===== src/rtl/uart_tx_arbiter.sv =====
// Round-robin scheduler that shares one UART transmitter among NUM_REQ byte
// producers, issuing one send strobe per frame and holding off until the line is free.

module uart_tx_arb_lane (
    input  logic       sel,
    input  logic [7:0] data,
    output logic [7:0] data_masked
);
    assign data_masked = sel ? data : 8'h00;
endmodule

module uart_tx_arbiter #(
    parameter  int NUM_REQ      = 4,
    parameter  int CLKS_PER_BIT = 16,
    parameter  int FRAME_BITS   = 10,
    parameter  int GAP_CYCLES   = 0,
    localparam int ID_W         = (NUM_REQ > 1) ? $clog2(NUM_REQ) : 1
) (
    input  logic                   clock,
    input  logic                   reset,
    input  logic [NUM_REQ-1:0]     req,
    input  logic [NUM_REQ*8-1:0]   req_data,
    output logic [NUM_REQ-1:0]     ack,
    output logic                   tx_send,
    output logic [7:0]             tx_data,
    output logic                   busy,
    output logic [ID_W-1:0]        grant_id
);
    localparam int FRAME_CYCLES = CLKS_PER_BIT * FRAME_BITS;
    localparam int TOTAL        = FRAME_CYCLES + GAP_CYCLES;
    localparam int CNT_W        = (TOTAL > 1) ? $clog2(TOTAL) : 1;

    typedef enum logic [1:0] {IDLE, SEND, WAIT} state_t;

    state_t                   state, state_n;
    logic [ID_W-1:0]          ptr, ptr_n;
    logic [CNT_W-1:0]         cnt, cnt_n;
    logic [NUM_REQ-1:0]       ack_n;
    logic                     send_n, busy_n;
    logic [7:0]               data_n;
    logic [ID_W-1:0]          gid_n;

    logic                     win_found;
    logic [ID_W-1:0]          win_idx;
    logic [NUM_REQ-1:0]       win_oh;
    logic [NUM_REQ-1:0][7:0]  req_bytes, masked;
    logic [7:0]               sel_data;

    assign req_bytes = req_data;

    // First set request at or after ptr, wrapping; the last winner ends up lowest priority.
    always_comb begin
        win_found = 1'b0;
        win_idx   = '0;
        for (int i = 0; i < NUM_REQ; i++) begin
            int idx;
            idx = int'(ptr) + i;
            if (idx >= NUM_REQ) idx = idx - NUM_REQ;
            if (!win_found && req[idx]) begin
                win_found = 1'b1;
                win_idx   = ID_W'(idx);
            end
        end
    end

    assign win_oh = NUM_REQ'(1) << win_idx;

    uart_tx_arb_lane u_lane [NUM_REQ-1:0] (
        .sel         (win_oh),
        .data        (req_bytes),
        .data_masked (masked)
    );

    always_comb begin
        sel_data = 8'h00;
        for (int i = 0; i < NUM_REQ; i++) sel_data = sel_data | masked[i];
    end

    always_comb begin
        state_n = state;
        ptr_n   = ptr;
        cnt_n   = cnt;
        ack_n   = '0;
        send_n  = 1'b0;
        data_n  = tx_data;
        gid_n   = grant_id;
        case (state)
            IDLE: begin
                if (win_found) begin
                    send_n  = 1'b1;
                    ack_n   = win_oh;
                    data_n  = sel_data;
                    gid_n   = win_idx;
                    ptr_n   = (win_idx == ID_W'(NUM_REQ - 1)) ? '0 : win_idx + 1'b1;
                    cnt_n   = '0;
                    state_n = SEND;
                end
            end
            SEND: begin
                cnt_n   = CNT_W'(1);
                state_n = WAIT;
            end
            WAIT: begin
                if (cnt == CNT_W'(TOTAL - 1)) begin
                    cnt_n   = '0;
                    state_n = IDLE;
                end else begin
                    cnt_n = cnt + 1'b1;
                end
            end
            default: state_n = IDLE;
        endcase
        busy_n = (state_n != IDLE);
    end

    always_ff @(posedge clock or posedge reset) begin
        if (reset) begin
            state    <= IDLE;
            ptr      <= '0;
            cnt      <= '0;
            ack      <= '0;
            tx_send  <= 1'b0;
            tx_data  <= 8'h00;
            busy     <= 1'b0;
            grant_id <= '0;
        end else begin
            state    <= state_n;
            ptr      <= ptr_n;
            cnt      <= cnt_n;
            ack      <= ack_n;
            tx_send  <= send_n;
            tx_data  <= data_n;
            busy     <= busy_n;
            grant_id <= gid_n;
        end
    end
endmodule


===== config.mk =====
export PLATFORM = sky130hd
export DESIGN_NAME = uart_tx_arbiter
export DESIGN_NICKNAME = d
export VERILOG_FILES = /design/src/rtl/uart_tx_arbiter.sv
export SDC_FILE = /design/constraint.sdc
export NUM_CORES = 1
export LEC_CHECK = 0
export ABC_CLOCK_PERIOD_IN_PS = 2400
export CORE_ASPECT_RATIO = 1.4
export CORE_UTILIZATION = 25
export DETAILED_ROUTE_END_ITERATION = 10
export GPL_ROUTABILITY_DRIVEN = 0
export PLACE_DENSITY_LB_ADDON = 0.15
export RECOVER_POWER = 50
export SYNTH_ARGS = -nofsm -noshare
export SYNTH_HDL_FRONTEND = slang
export SYNTH_SLANG_ARGS = --single-unit
export TNS_END_PERCENT = 1

===== constraint.sdc =====
create_clock -name clock -period 2.4 [get_ports clock]
set_input_delay 0.36 -clock clock [delete_from_list [all_inputs] [get_ports clock]]
set_output_delay 0.36 -clock clock [all_outputs]
set_load 0.01 [all_outputs]

* After elaboration in Yosys (flattened, before gate mapping)
Cells that the tools add are included.
Storage, ports and cells: flip-flop bits (word level) 28, input bits 38, output and inout port bits 16
Operators by class: add/sub/neg operators 9, $lt $le $gt $ge 8, equality and inequality tests 5, shifts and indexed selects 1, multiplexer cells 39, bitwise gates (word level) 3, reduce and logical (&&, ||, !) cells 11
Operators with widths (count):
- $lt 32x4->1 const B | 4
- $mux 32 | 4
- $mux 8 | 6
- $or 8x8->8 | 3
- $pmux 8 s3 | 1
- $mux 1 | 14
- $mux 2 | 7
- $sub 3x3->4 const B | 3
- $ge 3x3->1 const B | 3
- $add 8x1->8 const B | 1
- $bmux 1 s2 | 4
- $eq 8x8->1 const B | 1
- $mux 4 | 2
- $add 2x2->3 const B | 2
- $pmux 2 s3 | 1
- $eq 2x2->1 const B | 2
- $reduce_and 2->1 | 2
- $shl 1x2->4 const A | 1
- $sub 2x3->4 const B | 1
- $add 2x1->3 const B | 1
- $ge 2x3->1 const B | 1
- $logic_and 1x1->1 | 3
- $logic_not 1->1 | 3
- $reduce_bool 3->1 | 1
- other kinds (5) | 5

* Logic depth before layout (Yosys ltp)
word-level depth 20, mapped depth 8

* Cells and area by module
From an unflattened synthesis, not the netlist that was laid out.
Second synthesis, totals: cell total of the unflattened synthesis 182, area total of the unflattened synthesis 1647.8 sq um
Modules (own cells, without submodules):
- uart_tx_arbiter | instances 1, cells an instance 150, area each 1447.6 sq um
- uart_tx_arb_lane | instances 4, cells an instance 8, area each 50.0 sq um

* Worst setup path before layout
Ideal clock, no wire load.
path kind flip-flop to flip-flop, start reg state[0], end reg cnt[7], data arrival time 1.702 ns, data required time 2.331 ns, slack 0.629 ns, cell stages (with the launch flop) 8, path buffers 0, period minus slack after synthesis 1.771 ns, path through dfrtp_1 -> inv_1 -> ha_1 -> nand2b_4 -> inv_4 -> a21oi_4 -> or4b_2 -> nand3_1
On the way: cells in the longest elaborated chain, start to end 3
RTL lines:
- start, declared | RTL line 35 | state_t state, state_n;
- start signal, assigned | RTL line 127 | state <= state_n;
- $eq 2x2->1, or another cell as far along | RTL line 87 | case (state)
- $reduce_bool 3->1 (no line) / $ne 2x2->1 (equally long branches)
- $reduce_and 2->1 (no line)
- end signal, assigned | RTL line 129 | cnt <= cnt_n;
- end, declared | RTL line 37 | logic [CNT_W-1:0] cnt, cnt_n;
Parallel ways exist; a longest one is shown, timed or not. A chain may end at the register's enable or synchronous reset.

* Worst setup path in the final report
start in req[1], end reg tx_data[2]
On the way: cells in the longest elaborated chain, start to end 18
RTL lines:
- start, declared | RTL line 21 | input logic [NUM_REQ-1:0] req,
- $bmux 1 s2 | RTL line 59 | if (!win_found && req[idx]) begin
- $mux 1 (implied by the code) (2 in series) | RTL line 59
- $mux 1 | RTL line 59
- $logic_not 1->1 | RTL line 59
- $logic_and 1x1->1 | RTL line 59
- $mux 1 | RTL line 59
- $logic_not 1->1 | RTL line 59
- $logic_and 1x1->1 | RTL line 59
- $mux 1 | RTL line 59
- $logic_not 1->1 | RTL line 59
- $logic_and 1x1->1 | RTL line 59
- $mux 2 (*) | RTL line 59
- named net win_idx[0] | RTL line 44 | logic [ID_W-1:0] win_idx;
- $shl 1x2->4 (*) | RTL line 66 | assign win_oh = NUM_REQ'(1) << win_idx;
- $mux 8 | RTL line 9 | assign data_masked = sel ? data : 8'h00;
- $or 8x8->8 (2 in series) | RTL line 76 | for (int i = 0; i < NUM_REQ; i++) sel_data = sel_data | masked[i];
- $or 8x8->8 (*) | RTL line 76
- end signal, assigned | RTL line 132 | tx_data <= data_n;
- end, declared | RTL line 25 | output logic [7:0] tx_data,
The timed path passes the listed nets; every way through them passes the cells marked *. The select of a mux whose other input is x is not followed.

==> flow_summary.yaml <==
status:
  status: "complete, but fails checks"
  violations: "max-capacitance violations, max-slew violations"
route:
  antenna_left: 0
  wl_met3_um: 170
  wl_met1_mm: 1.517
  routedWlPerCell_um: 13.59
  wirelength_mm: 3.845
  top_layer: "met4"
  vias: 1371
  drcViolationCount: 0
  viasPerCell: 4.845
  initialDrtViolationCount: 29
  dr.pass1.iters: 4
  wl_met2_mm: 2.107
clocking:
  htree_num_levels: 1
  clock_path_buffers: 2
  cts_hold_buf: 0
  clock_sinks: 28
  worstSkewPairLatency_ps: 280
  cts_tree: "yes"
  numCtsBuffers: 3
  ctsResizeCount: 0
  cts_setup_buffers: 0
  cts_root_buf: "clkbuf_8"
  clkTransAtPathRegs_ps: 100
die:
  die_area_mm2: 0.006524
  ios: 54
  core_mm2: 0.005904
  row_count: 33
  die_w_um: 68.55
  die_height_um: 95.18
  start_util_pct: 26.26
setup_path:
  cp_cell_sequence: "clkdlybuf4s50_1 -> o221ai_1 -> a21oi_1 -> inv_1 -> ha_1 -> a22oi_1 -> a31oi_1"
  cpMaxStageDelayCell: "clkdlybuf4s50_1"
  cp_slowest_stage_delay_ps: 580
  r2r_setup_slack_ps: 510
  crit_required_ps: 2550
  r2r-end: "cnt[7]"
  startpoint: "req[1]"
  reg2reg_depth: 6
  rr_startpoint: "state[0]"
  crit_type: "in -> reg"
  startpoint_type: "input pin"
  cp_max_fo: 9
  endpoint_kind: "flop"
  cp.arrival_ps: 2180
final_layout:
  fin_nets: 261
  multi_input_area_um2: 760.7
  syn_to_final_growth_pct: 44.47
  drive_above_1_share_pct: 7.042
  fill_cells: 611
  num_antenna_cells: 0
  regArea_um2: 700.7
logic_synthesis:
  synth_nets: 205
  yosysTopAreaCellShare_pct: 45.20
  synth_area_mm2: 0.001550
  seq_area_frac_synth_pct: 45.20
  ys_top_cells_by_area: "dfrtp_1 45%, a22oi_1 8.2%, ha_1 7.3%"
  synth.avg_cell_area_um2: 9.812
  ys.warnings.count: 0
  yosysUniqueCellTypes: 39
  syn_inst: 158
  synth_area_leader_cell: "dfrtp_1"
  yosys_register_bits: 28
timing:
  post-route-min-period_ps: 2032
  setup_tns_ps: 0
  drv_slew: 29
  grt_setup_unrepaired: "false"
  timing.fmax_mhz: 492.2
  timing.final.crit_share_pct: 84.65
  setup_viol_count_final: 0
  tightest_slew_ps: 1549
  hold_viol_final: 0
  hold_ws_ps: 510.4
  slew_headroom_pct: -3.270
  skew_ps: 8.795
placed_design:
  io_buffers: 53
  hpwl_mm: 2.937
global_route:
  grtUsageTotal_pct: 13.70
  grt_pass1_vias: 1412
  grt_remaining_overflow: 0
  antenna_found_initial: 0
  grt_pass1_wl_mm: 6.686
  grt_max_degree: 29
power_and_ir_drop:
  power.leakage_nw: 0.9557
  p_per_area_mw_per_mm2: 1060
  vdd_ir_drop_max_uv: 445.2
  total_power_mw: 2.374
hold_path:
  hold_end: "grant_id[0]"
  hold_path_startpoint: "grant_id[0]"
  min_path_type: "reg -> reg"
  hold_path_depth: 1
job:
  drv_cap: 1
## cells in the final DEF, fill, tap and decap left out, types with 4 or more instances in the layout
master | Yosys | final
a21oi_1 | 8 | 8
a22oi_1 | 17 | 17
a31oi_1 | 9 | 9
and2_1 | 5 | 5
buf_4 | 0 | 4
clkdlybuf4s50_1 | 0 | 45
dfrtp_1 | 28 | 28
dlygate4sd3_1 | 0 | 8
ha_1 | 9 | 9
inv_1 | 13 | 13
nand2_1 | 7 | 7
nand3_1 | 4 | 4
nor2_1 | 13 | 13
o21ai_0 | 7 | 7
## synth_stat cells
library cell and instances:
dfrtp_1 28, a22oi_1 17, inv_1 13, nor2_1 13
a31oi_1 9, ha_1 9, a21oi_1 8, nand2_1 7
o21ai_0 7, and2_1 5, buf_1 4, nand3_1 4
a22o_1 2, and3_1 2, clkbuf_1 2, nand4_1 2
o221ai_1 2, o22ai_1 2, o41ai_1 2, a211o_1 1
a211oi_1 1, a21boi_0 1, a21o_1 1, a21oi_4 1
a221o_1 1, and4_1 1, buf_6 1, inv_4 1
mux2i_1 1, nand2b_4 1, nor2_2 1, nor4_1 1
nor4_4 1, o211ai_1 1, o21a_1 1, o21bai_1 1
or3b_2 1, or4_1 1, or4b_2 1
## worst max-delay path: cells and delay by family
family / cells / cell delay (ps)
AOI/OAI and AO/OA: 4 / 790
adders and majority gates: 1 / 340
buffers and inverters: 2 / 690
## per-layer routing
layer,vias up,GRT usage [%]
met5,-,0
met3,4,2.273
met4,0,3.819
li1,692,-
met1,637,16.26
met2,38,24.59
## how the worst max path moves through the flow
stage,end,slack (ps)
2_1_floorplan,cnt[7],630
3_3_place_gp,tx_data[7],20
3_5_place_dp,tx_data[7],40
4_1_cts,tx_data[7],310
5_1_grt,grant_id[1],160
6_report,tx_data[2],370
## power breakdown
part	internal [mW]	switching, mW	total (mW)
combinational	0.597	0.657	1.25
sequential	0.641	0.101	0.743
clock	0.223	0.153	0.377
total	1.46	0.912	2.37
## registers in the layout, indices dropped and copies added, names as in the netlist
register / cells
tx_data: 8
cnt: 8
busy: 1
ptr: 2
ack: 4
grant_id: 2
tx_send: 1
state: 2
## per-stage QoR
step                      util [%]  area (µm²)  instances  setup WS (ps)
after detailed placement     36.79        2172        279          38.19
after CTS                    38.00        2243        283          312.2
after floorplan                  -        1550        158          629.1
after global routing         37.93        2240        283          156.8
after global placement       36.79        2172        279          19.26
final                        37.93        2240        283          368.4
## cell families (layout without fill, tap and decap cells)
| family | count (synthesis) | after routing | share of synthesized area [%] |
|---|---|---|---|
| adder cells (fa/ha/maj) | 9 | 9 | 7.264 |
| buffers and inverters | 21 | 76 | 5.731 |
| AND/OR/NAND/NOR | 41 | 41 | 15.09 |
| multiplexers | 1 | 1 | 0.6457 |
| flip-flops | 28 | 28 | 45.20 |
| AO/OA/AOI/OAI | 58 | 58 | 26.07 |
## area by class of cell
type / count / share of cell area (%)
Clock buffer: 3 / 1.844
Inverter: 14 / 2.458
Multi-Input combinational cell: 109 / 33.97
Timing Repair Buffer: 58 / 25.20
Sequential cell: 28 / 31.28
Clock inverter: 1 / 1.341
Tap cell: 70 / 3.911
Power figures use the tool's default switching activity.
